===== src/rtl/cipher_display_ctrl.sv =====
// cipher_display_ctrl: captures the Encrypt ciphertext/tag and scans it onto an 8-digit 7-seg display.
// Latency: capture on the done-rise edge; An/Seg/Dp are registered, one cycle behind counter/state.
// Backpressure: none; done/page_btn are edge-detected levels, display scans freely.
//
// Ports:
//   clk       system clock, all logic on posedge
//   rst       synchronous active-low reset
//   done      Encrypt done level (0->1 edge captures C/tag)
//   tag       Encrypt tag bit, sampled with C
//   C         128-bit ciphertext
//   page_btn  debounced page-advance button (0->1 edge steps page)
//   Seg       segments {g,f,e,d,c,b,a}, active-low
//   An        digit anodes, active-low one-hot, An[0] = rightmost digit
//   Dp        decimal point, active-low
//   valid     a ciphertext has been captured since reset
//   tag_led   captured tag
//   page      page (32-bit slice of C) currently shown
//
// Build option: DISP_TAG_DP_EN lights the rightmost decimal point when the captured tag is 1.
module cipher_display_ctrl #(
  parameter int REFRESH_BITS = 18
) (
  input  logic         clk,
  input  logic         rst,
  input  logic         done,
  input  logic         tag,
  input  logic [127:0] C,
  input  logic         page_btn,
  output logic [6:0]   Seg,
  output logic [7:0]   An,
  output logic         Dp,
  output logic         valid,
  output logic         tag_led,
  output logic [1:0]   page
);

  localparam int CW = REFRESH_BITS + 3;

  typedef enum logic {IDLE, SHOW} state_t;

  state_t         state, state_nx;
  logic [127:0]   c_q, c_nx;
  logic           tag_q, tag_nx;
  logic [1:0]     page_nx;
  logic [CW-1:0]  cnt;
  logic           done_d, btn_d;
  logic           done_rise, btn_rise;
  logic [2:0]     dig;
  logic [6:0]     nibble_sel;
  logic [3:0]     nibble;
  logic [7:0]     an_nx;
  logic [6:0]     seg_nx;

  assign done_rise = done & ~done_d;
  assign btn_rise  = page_btn & ~btn_d;

  // Top three counter bits pick the digit; the lower REFRESH_BITS set the dwell time.
  assign dig        = cnt[CW-1:REFRESH_BITS];
  assign nibble_sel = {page, dig, 2'b00};
  assign nibble     = c_q[nibble_sel +: 4];

  function automatic logic [6:0] hex7(input logic [3:0] v);
    case (v)
      4'h0: hex7 = 7'h40;
      4'h1: hex7 = 7'h79;
      4'h2: hex7 = 7'h24;
      4'h3: hex7 = 7'h30;
      4'h4: hex7 = 7'h19;
      4'h5: hex7 = 7'h12;
      4'h6: hex7 = 7'h02;
      4'h7: hex7 = 7'h78;
      4'h8: hex7 = 7'h00;
      4'h9: hex7 = 7'h10;
      4'hA: hex7 = 7'h08;
      4'hB: hex7 = 7'h03;
      4'hC: hex7 = 7'h46;
      4'hD: hex7 = 7'h21;
      4'hE: hex7 = 7'h06;
      default: hex7 = 7'h0E;
    endcase
  endfunction

  // Next-state: a capture always wins over a page step and resets the page.
  always_comb begin
    state_nx = state;
    c_nx     = c_q;
    tag_nx   = tag_q;
    page_nx  = page;
    case (state)
      IDLE: begin
        if (done_rise) begin
          c_nx     = C;
          tag_nx   = tag;
          page_nx  = 2'd0;
          state_nx = SHOW;
        end
      end
      SHOW: begin
        if (done_rise) begin
          c_nx    = C;
          tag_nx  = tag;
          page_nx = 2'd0;
        end else if (btn_rise) begin
          page_nx = page + 2'd1;
        end
      end
      default: state_nx = IDLE;
    endcase
  end

  // Display values computed from the current (pre-edge) state; registered below.
  always_comb begin
    an_nx  = 8'hFF;
    seg_nx = 7'h7F;
    if (state == SHOW) begin
      an_nx  = ~(8'b1 << dig);
      seg_nx = hex7(nibble);
    end
  end

  always_ff @(posedge clk) begin
    if (!rst) begin
      state  <= IDLE;
      c_q    <= '0;
      tag_q  <= 1'b0;
      page   <= 2'd0;
      cnt    <= '0;
      done_d <= 1'b0;
      btn_d  <= 1'b0;
      An     <= 8'hFF;
      Seg    <= 7'h7F;
    end else begin
      state  <= state_nx;
      c_q    <= c_nx;
      tag_q  <= tag_nx;
      page   <= page_nx;
      cnt    <= cnt + {{(CW-1){1'b0}}, 1'b1};
      done_d <= done;
      btn_d  <= page_btn;
      An     <= an_nx;
      Seg    <= seg_nx;
    end
  end

`ifdef DISP_TAG_DP_EN
  always_ff @(posedge clk) begin
    if (!rst) begin
      Dp <= 1'b1;
    end else begin
      Dp <= ~((state == SHOW) && (dig == 3'd0) && tag_q);
    end
  end
`else
  assign Dp = 1'b1;
`endif

  assign valid   = (state == SHOW);
  assign tag_led = tag_q;

endmodule


===== config.mk =====
export PLATFORM = sky130hd
export DESIGN_NAME = cipher_display_ctrl
export DESIGN_NICKNAME = d
export VERILOG_FILES = /design/src/rtl/cipher_display_ctrl.sv
export SDC_FILE = /design/constraint.sdc
export NUM_CORES = 1
export LEC_CHECK = 0
export CAP_MARGIN = 10
export CORE_ASPECT_RATIO = 0.6
export CORE_MARGIN = 1.5
export CORE_UTILIZATION = 27
export CTS_CLUSTER_SIZE = 8
export DETAILED_ROUTE_END_ITERATION = 7
export GPL_TIMING_DRIVEN = 0
export PLACE_DENSITY = 0.56
export SETUP_SLACK_MARGIN = 0.05
export SLEW_MARGIN = 20
export SYNTH_ARGS = -nofsm -noshare
export SYNTH_HDL_FRONTEND = slang
export SYNTH_SLANG_ARGS = --single-unit

===== constraint.sdc =====
create_clock -name clk -period 2.9 [get_ports clk]
set_input_delay 0.435 -clock clk [delete_from_list [all_inputs] [get_ports clk]]
set_output_delay 0.435 -clock clk [all_outputs]
set_load 0.01 [all_outputs]

After elaboration in Yosys (flattened, before gate mapping)
Memory sizes are Yosys's and may differ from the RTL's. A register that Yosys moved wholly into a read port is not among the register bits.
Index checks and enable logic that the tools add are counted.
Word-level totals
  latch bits: 0
  memories kept: 1
  register bits: 163
  input port bits: 133
  logic and storage cells: 32
  RAM bits: 0
  bits in read-only memories: 112
  output and inout bits: 20
Memories
  (name not given): depth 16, width 7, read ports 1, clocked after memory_dff 1, wr ports 0, line 63  | case (v)
Operators by class
  muxes and demuxes: 8
  reduce and logical (&&, ||, !) cells: 3
  equal/unequal tests: 2
  div/mod/pow operators: 0
  multipliers: 0
  order comparisons: 0
  shift operators: 2
  add/subtract/negate cells: 2
  bitwise gates (word level): 6
Operators with widths (number)
  $mux W128: 1
  $shiftx A128 B8 Y4: 1
  $add A21 B1 Y21 const B: 1
  $not A8 Y8: 1
  $shl A1 B3 Y8 const A: 1
  $mux W2: 3
  $pmux W2 S2: 1
  $reduce_and A2 Y1: 2
  $mux W1: 3
  $ne A3 B1 Y1 const B: 1
  $not A1 Y1: 3
  $add A2 B1 Y2 const B: 1
  $and A1 B1 Y1: 2
  $ne A2 B2 Y1 const B: 1
  $logic_not A1 Y1: 1

Logic depth before layout (Yosys ltp)
Gate-level depths: netlist of run 1.
  depth after elaboration: 5
  gate-level depth with buffers: 14
  mapped depth without buffers: 11

Worst setup path after synthesis of run 1
OpenSTA, ideal clock, no wires.
  kind: flip-flop to flip-flop
  from: reg cnt[18]
  to: reg Seg[5]
  data arrival time: 2315 ps
  library setup time: 139 ps
  buffers on the path: 2
  path slack: 446 ps
  clock period less this slack: 2454 ps
  data required time: 2761 ps
  stages on the path, launching flop included: 12
  cell sequence: dfxtp_1 -> buf_6 -> buf_6 -> mux4_2 -> and3b_1 -> o31ai_4 -> inv_2 -> ha_1 -> inv_1 -> nor2_1 -> a21oi_1 -> o221ai_1
On the way
  word-level cells in the longest chain between the ends: 1
RTL lines
  from (decl): line 45  | logic [CW-1:0] cnt;
  from (signal assigned): line 137  | cnt <= cnt + {{(CW-1){1'b0}}, 1'b1};
  $shiftx A128 B8 Y4: line 60  | assign nibble = c_q[nibble_sel +: 4];
  to (decl): line 29  | output logic [6:0] Seg,
No other way between the ends.
A chain may end at the register's enable or synchronous reset.

Worst setup path in the final report of run 1
  from: reg cnt[18]
  to: reg Seg[3]
Same word-level chain as after synthesis.

==> run_results.csv, run 1 <==
group,metric,value,unit
power,ir_worst_vdd,0.328,mV
final_layout,final_nets,907,
route,wl_per_cell,18.6,um
timing,setup_tns,0,ns
final_layout,multiInputGateArea,0.00304,mm2
critical_path,crit_path_cell_trace,"buf_12 > buf_4 > and2b_1 > a22oi_1 > a21oi_1 > a2111oi_4 > buf_6 > mux2i_1 > nor3_1 > a31oi_1",
yosys,synth_top_area_share,0.507,
clocking,cts.reportedPaths.clkPinSlew,0.07,ns
timing,max_slew_margin,0.478,
yosys,ys_seq_elements,170,
global_routing,first_global_vias,5240,
clocking,cts_hold_buf,0,
power,power_density,581,mW/mm2
yosys,syn_area,0.00672,mm2
critical_path,crit_slowest_cell,"a2111oi_4",
timing,drv_slew,0,
floorplanning,fp.dieW,207,um
route,vias,5222,
place,dp_hpwl,15300,um
final_layout,final_cells,1102,
critical_path,worstSetupStartpointType,"flip-flop",
floorplanning,ios,153,
route,routed_wl,20500,um
yosys,synth_compound_area_frac,0.218,
critical_path,cp.arrival,3.01,ns
timing,rsz0062_at_grt,"false",
critical_path,max_stage_delay,0.56,ns
yosys,synthAdderAreaFrac,0.0130,
yosys,avgSynthCellArea,11.5,um2
floorplanning,dieArea,0.0259,mm2
timing,worst_clock_skew,0.0214,ns
yosys,synth.area.top_cells,"dfxtp_1, a22o_1, mux4_2",
final_layout,fin_area,0.00943,mm2
yosys,ys.warnings.count,0,
power,power_leakage,0.00354,uW
yosys,ys_types,49,
timing,post-route-min-period,2.67,ns
final_layout,areaGrowthSynthToFinish,40.4,%
route,vias_per_cell,4.74,
yosys,synth_commonest_cells,"dfxtp_1, a22o_1, clkbuf_1, nor2_1, mux2i_1",
run_status,status,"finished, final reports clean",
global_routing,antenna_found_initial,1,
final_layout,diodes,0,
place,routabilityCongestion,0.792,
final_layout,seqCellArea,0.00341,mm2
yosys,synth_xor_area_frac,0.0248,
global_routing,grt_usage,0.162,
critical_path,cp.required,3.24,ns
yosys,syn_inst,584,
timing,hold_viol_final,0,
yosys,synth_area_leader_cell,"dfxtp_1",
clocking,root_buffer,"clkbuf_16",
clocking,cts_num_sinks,170,
clocking,htree_levels,4,
yosys,ys.flop_type,"dfxtp_1",
yosys,synthArstFlopShare,0,
final_layout,fillers,2381,
route,drcViolationCount,0,
place,placed_area,0.00863,mm2
yosys,synth_top_family_by_area,"compound AO/OA/AOI/OAI gates",
clocking,tritoncts,"done",
route,dr.first_iter.drc_count,321,
global_routing,grt_overflow,0,
floorplanning,rows,44,
critical_path,worstPathMaxFanout,10,
global_routing,grt_pass1_wl,31000,um
yosys,synthMuxAreaShare,0.113,
clocking,cts_buffers,17,
final_layout,drive_above_1_share,0.118,
yosys,synth.most_common_cell,"dfxtp_1",
final_layout,finalCoreUtilization,0.388,
yosys,synth-edff-count,0,
timing,whs,0.471,ns
place,dp.cells,1057,
yosys,post_synth_and_or_nand_nor_area_fraction,0.0816,
floorplanning,start_util,0.277,
clocking,worst_skew_pair.late_latency,0.44,ns
min_path,hold_class,"flip-flop to flip-flop",
yosys,postSynthNetCount,724,
timing,finalCritPeriodShare,0.920,
timing,max_freq,375,MHz
global_routing,grt_max_degree,17,
timing,tightest_slew,0.782,ns
yosys,seq_area_frac_synth,0.507,
critical_path,r2r_slack,0.23,ns
timing,final-setup-viol-count,0,
floorplanning,die_h,125,um
route,ant_nets,0,
place,port_buffers,151,
flow_run,cap_violations,0,
clocking,ctsLongestPathBuffers,2,
critical_path,path_class,"flip-flop to flip-flop",
floorplanning,core,0.0243,mm2
critical_path,end_kind,"flip-flop",
route,drtPass1Iterations,4,
cells by family (layout without fill, tap and decap cells):
group,after synthesis,in the layout
mux,50,50
other cells,1,1
compound gates,172,172
fa+ha+maj,7,7
simple gates,107,107
xor+xnor,19,19
flops,170,170
buf+inv,58,254
flip-flops by register name, indices dropped and copies added, names as in the netlist:
register,count
page,2
tag_led,1
c_q,128
btn_d,1
An,8
cnt,21
done_d,1
valid,1
Seg,7
metal layers:
metal / track usage / up-vias / part of all wire
met5: 0 / - / 0.00054
met4: 0.0354 / 2 / 0.0052
met3: 0.0451 / 8 / 0.067
met2: 0.210 / 144 / 0.39
met1: 0.259 / 2492 / 0.54
li1: - / 2576 / -
placed cells by master, fill, tap and decap left out, types with 8 or more instances in the layout:
| master | n |
|---|---|
| nor2_1 | 33 |
| nand3_1 | 15 |
| a21oi_1 | 8 |
| buf_4 | 14 |
| nand2_1 | 18 |
| mux2i_1 | 29 |
| mux4_2 | 18 |
| clkbuf_1 | 35 |
| xor2_1 | 12 |
| dfxtp_1 | 169 |
| clkbuf_16 | 18 |
| clkdlybuf4s50_1 | 151 |
| a22o_1 | 129 |
| a22oi_1 | 12 |
| and2_1 | 8 |
power breakdown:
group	leakage, uW	internal, uW	switching (uW)
Sequential	0.00139	2460	69.2
Clock	0.000290	1390	976
Combinational	0.00186	341	248
Total	0.00354	4190	1290
critical path, delay by kind of cell, from the launching register on:
kind,cells,cell delay (ns)
compound gates,4,1.20
buf+inv,3,0.48
flops,1,0.36
mux,1,0.19
simple gates,2,0.36
worst paths after layout:
kind	endpoint	start	cells past startpoint
worst max-delay path	Seg[3]	cnt[18]	10
worst min-delay path	c_q[46]	c_q[46]	1
worst max register to register	Seg[3]	cnt[18]	10
worst min register to register	c_q[46]	c_q[46]	1
cell type report:
type                            count  share of cell area
Clock buffer                       19              0.0470
Timing Repair Buffer              164               0.173
Inverter                            8             0.00319
Buffer                             50              0.0327
Multi-Input combinational cell    356               0.322
Tap cell                          322              0.0427
Sequential cell                   170               0.361
Clock inverter                     13              0.0177
repair_timing:
item / CTS / global route
resized for setup: 15 / 6
buffers inserted: 7 / 5
setup endpoints to repair: 7 / 3
endpoints found under the hold margin: 0 / 0
gates cloned: 0 / 1
pin swaps: 2 / 2
per-stage QoR:
step / setup slack [ns] / power (uW)
after floorplan: 0.446 / 2830
after global placement: -0.376 / 3150
after detailed placement: -0.364 / 3150
after CTS: 0.0907 / 5540
after global routing: 0.0463 / 5710
final: 0.231 / 5480
No activity file was read; power rests on OpenSTA's default activity.
==> inputs of run 2 (changes only) <==
--- a/config.mk
+++ b/config.mk
@@ -10,3 +10,3 @@
 export CORE_MARGIN = 1.5
-export CORE_UTILIZATION = 27
+export CORE_UTILIZATION = 25
 export CTS_CLUSTER_SIZE = 8
@@ -14,3 +14,3 @@
 export GPL_TIMING_DRIVEN = 0
-export PLACE_DENSITY = 0.56
+export PLACE_DENSITY = 0.54
 export SETUP_SLACK_MARGIN = 0.05
--- a/constraint.sdc
+++ b/constraint.sdc
@@ -3,2 +3,2 @@
 set_output_delay 0.435 -clock clk [all_outputs]
-set_load 0.01 [all_outputs]
+set_load 0.02 [all_outputs]
==> run_results.csv, run 2 (same netlist as run 1, synthesis figures left out) <==
group,metric,value,unit
place,port_buffers,151,
min_path,hp-start,"cnt[0]",
place,dp_hpwl,15700,um
power,ir_worst_vdd,0.356,mV
critical_path,worstSetupStartpointType,"flip-flop",
critical_path,max_stage_delay,0.32,ns
route,routed_wl,21100,um
critical_path,crit_path_start,"cnt[19]",
route,drtPass1Iterations,4,
critical_path,crit_slowest_cell,"dfxtp_1",
timing,post-route-min-period,2.79,ns
clocking,cts.reportedPaths.clkPinSlew,0.07,ns
clocking,root_buffer,"clkbuf_16",
global_routing,first_global_vias,5212,
critical_path,cp.required,3.24,ns
final_layout,drive_above_1_share,0.120,
clocking,cts_num_sinks,170,
route,vias_per_cell,4.63,
final_layout,final_nets,910,
route,vias,5288,
final_layout,final_cells,1143,
power,p_total,5480,uW
global_routing,use_met1,0.238,
global_routing,antenna_found_initial,0,
clocking,tritoncts,"done",
global_routing,grt_util_met3,0.0401,
power,power_leakage,0.00357,uW
place,dp.cells,1095,
floorplanning,rows,46,
timing,worst_clock_skew,0.0147,ns
floorplanning,dieArea,0.0279,mm2
critical_path,end_kind,"flip-flop",
place,routabilityCongestion,0.762,
final_layout,layout_commonest_cell,"dfxtp_1",
route,ant_nets,0,
timing,max_slew_margin,0.429,
clocking,ctsLongestPathBuffers,2,
timing,rsz0062_at_grt,"false",
final_layout,top_register,"c_q",
final_layout,areaGrowthSynthToFinish,41.7,%
route,dr.first_iter.drc_count,348,
floorplanning,core,0.0264,mm2
global_routing,grt_overflow,0,
min_path,hold_class,"flip-flop to flip-flop",
critical_path,crit_path_cell_trace,"buf_6 > buf_12 > buf_12 > buf_6 > mux4_2 > o22ai_2 > nor2_1 > o31ai_4 > buf_6 > buf_4 > ha_1 > mux2i_1 > nor3_1 > a31oi_1",
clocking,htree_levels,4,
global_routing,grt_usage,0.154,
power,power_density,576,mW/mm2
floorplanning,ios,153,
final_layout,layout_common_cells,"dfxtp_1, clkdlybuf4s50_1, a22o_1",
critical_path,rr_startpoint,"cnt[19]",
critical_path,worstPathMaxFanout,10,
run_status,status,"finished, final reports clean",
final_layout,fillers,2600,
clocking,worst_skew_pair.late_latency,0.44,ns
clocking,cts_hold_buf,0,
critical_path,crit_path_frequent_cell,"buf_6",
timing,finalCritPeriodShare,0.961,
flow_run,cap_violations,0,
critical_path,path_class,"flip-flop to flip-flop",
final_layout,largest_reg_flops,128,
global_routing,met2_usage,0.203,
global_routing,grt_pass1_wl,31600,um
timing,hold_viol_final,0,
global_routing,grt_max_degree,17,
timing,tightest_slew,0.853,ns
floorplanning,start_util,0.254,
global_routing,busiest_layer,"met1",
final_layout,top_regs,"c_q: 128 flops, cnt: 21 flops, An: 8 flops",
route,drcViolationCount,0,
floorplanning,die_h,130,um
timing,final-setup-viol-count,0,
floorplanning,fp.dieW,215,um
timing,max_freq,359,MHz
route,wl_per_cell,18.4,um
critical_path,cp.arrival,3.13,ns
timing,drv_slew,0,
clocking,cts_buffers,17,
[run 2: cell count changes in the layout (fill, tap and decap cells not counted), moves of 2 or more]
cell / delta
buf_12: +2
buf_6: +2
buf_8: -2
clkbuf_2: +2
clkinv_4: +2
clkinvlp_4: -3
[run 2: path summary, 6_finish.rpt]
kind	endpoint	slack (ns)	cells past startpoint
hold / removal	cnt[0]	0.47	1
setup / recovery	Seg[3]	0.11	14
setup reg to reg	Seg[3]	0.11	14
hold reg to reg	cnt[0]	0.47	1
[run 2: per-layer routing]
metal,routed length (um),vias up
met5,0,-
met1,11600,2527
met4,198,0
li1,-,2587
met3,1080,17
met2,8140,157
[run 2: per-stage QoR]
step           worst slack (ns)  hold WS (ns)   util  TNS (ns)  area [um2]
3_3_place_gp             -0.411         0.452  0.329     -2.13        8680
4_1_cts                  0.0563         0.470  0.355         0        9380
6_report                  0.114         0.468  0.360         0        9520
2_1_floorplan             0.446         0.426      -         0        6720
5_1_grt                  0.0402         0.492  0.360         0        9520
3_5_place_dp             -0.396         0.457  0.329     -2.05        8680
[run 2: critical path: cells and delay by family, from the launching register on]
kind            cells  cell delay (ns)
buf+inv             6             0.91
mux                 2             0.44
compound gates      3             0.39
flops               1             0.32
simple gates        2             0.32
fa+ha+maj           1             0.29
[run 2: report_power, final]
group          switching [uW]  total [uW]  internal (uW)
registers                67.4        2520           2460
clock network             986        2350           1370
logic                     261         603            342
[run 2: final cells by class]
type / instances / area, um2 / area share
clock buffers: 19 / 433 / 0.0455
well taps: 360 / 450 / 0.0473
flip-flops and latches: 170 / 3410 / 0.358
plain buffers: 50 / 323 / 0.0339
multi-input cells: 356 / 3050 / 0.321
inverters: 8 / 30.0 / 0.00315
diodes: 1 / 2.50 / 0.000263
repair buffers: 167 / 1660 / 0.174
clock inverters: 12 / 165 / 0.0174
[run 2: timing repair]
item | CTS | global route
gates cloned | 0 | 1
endpoints found under the setup margin | 7 | 6
resized for setup | 17 | 11
buffers inserted | 5 | 10
pin swaps | 2 | 3
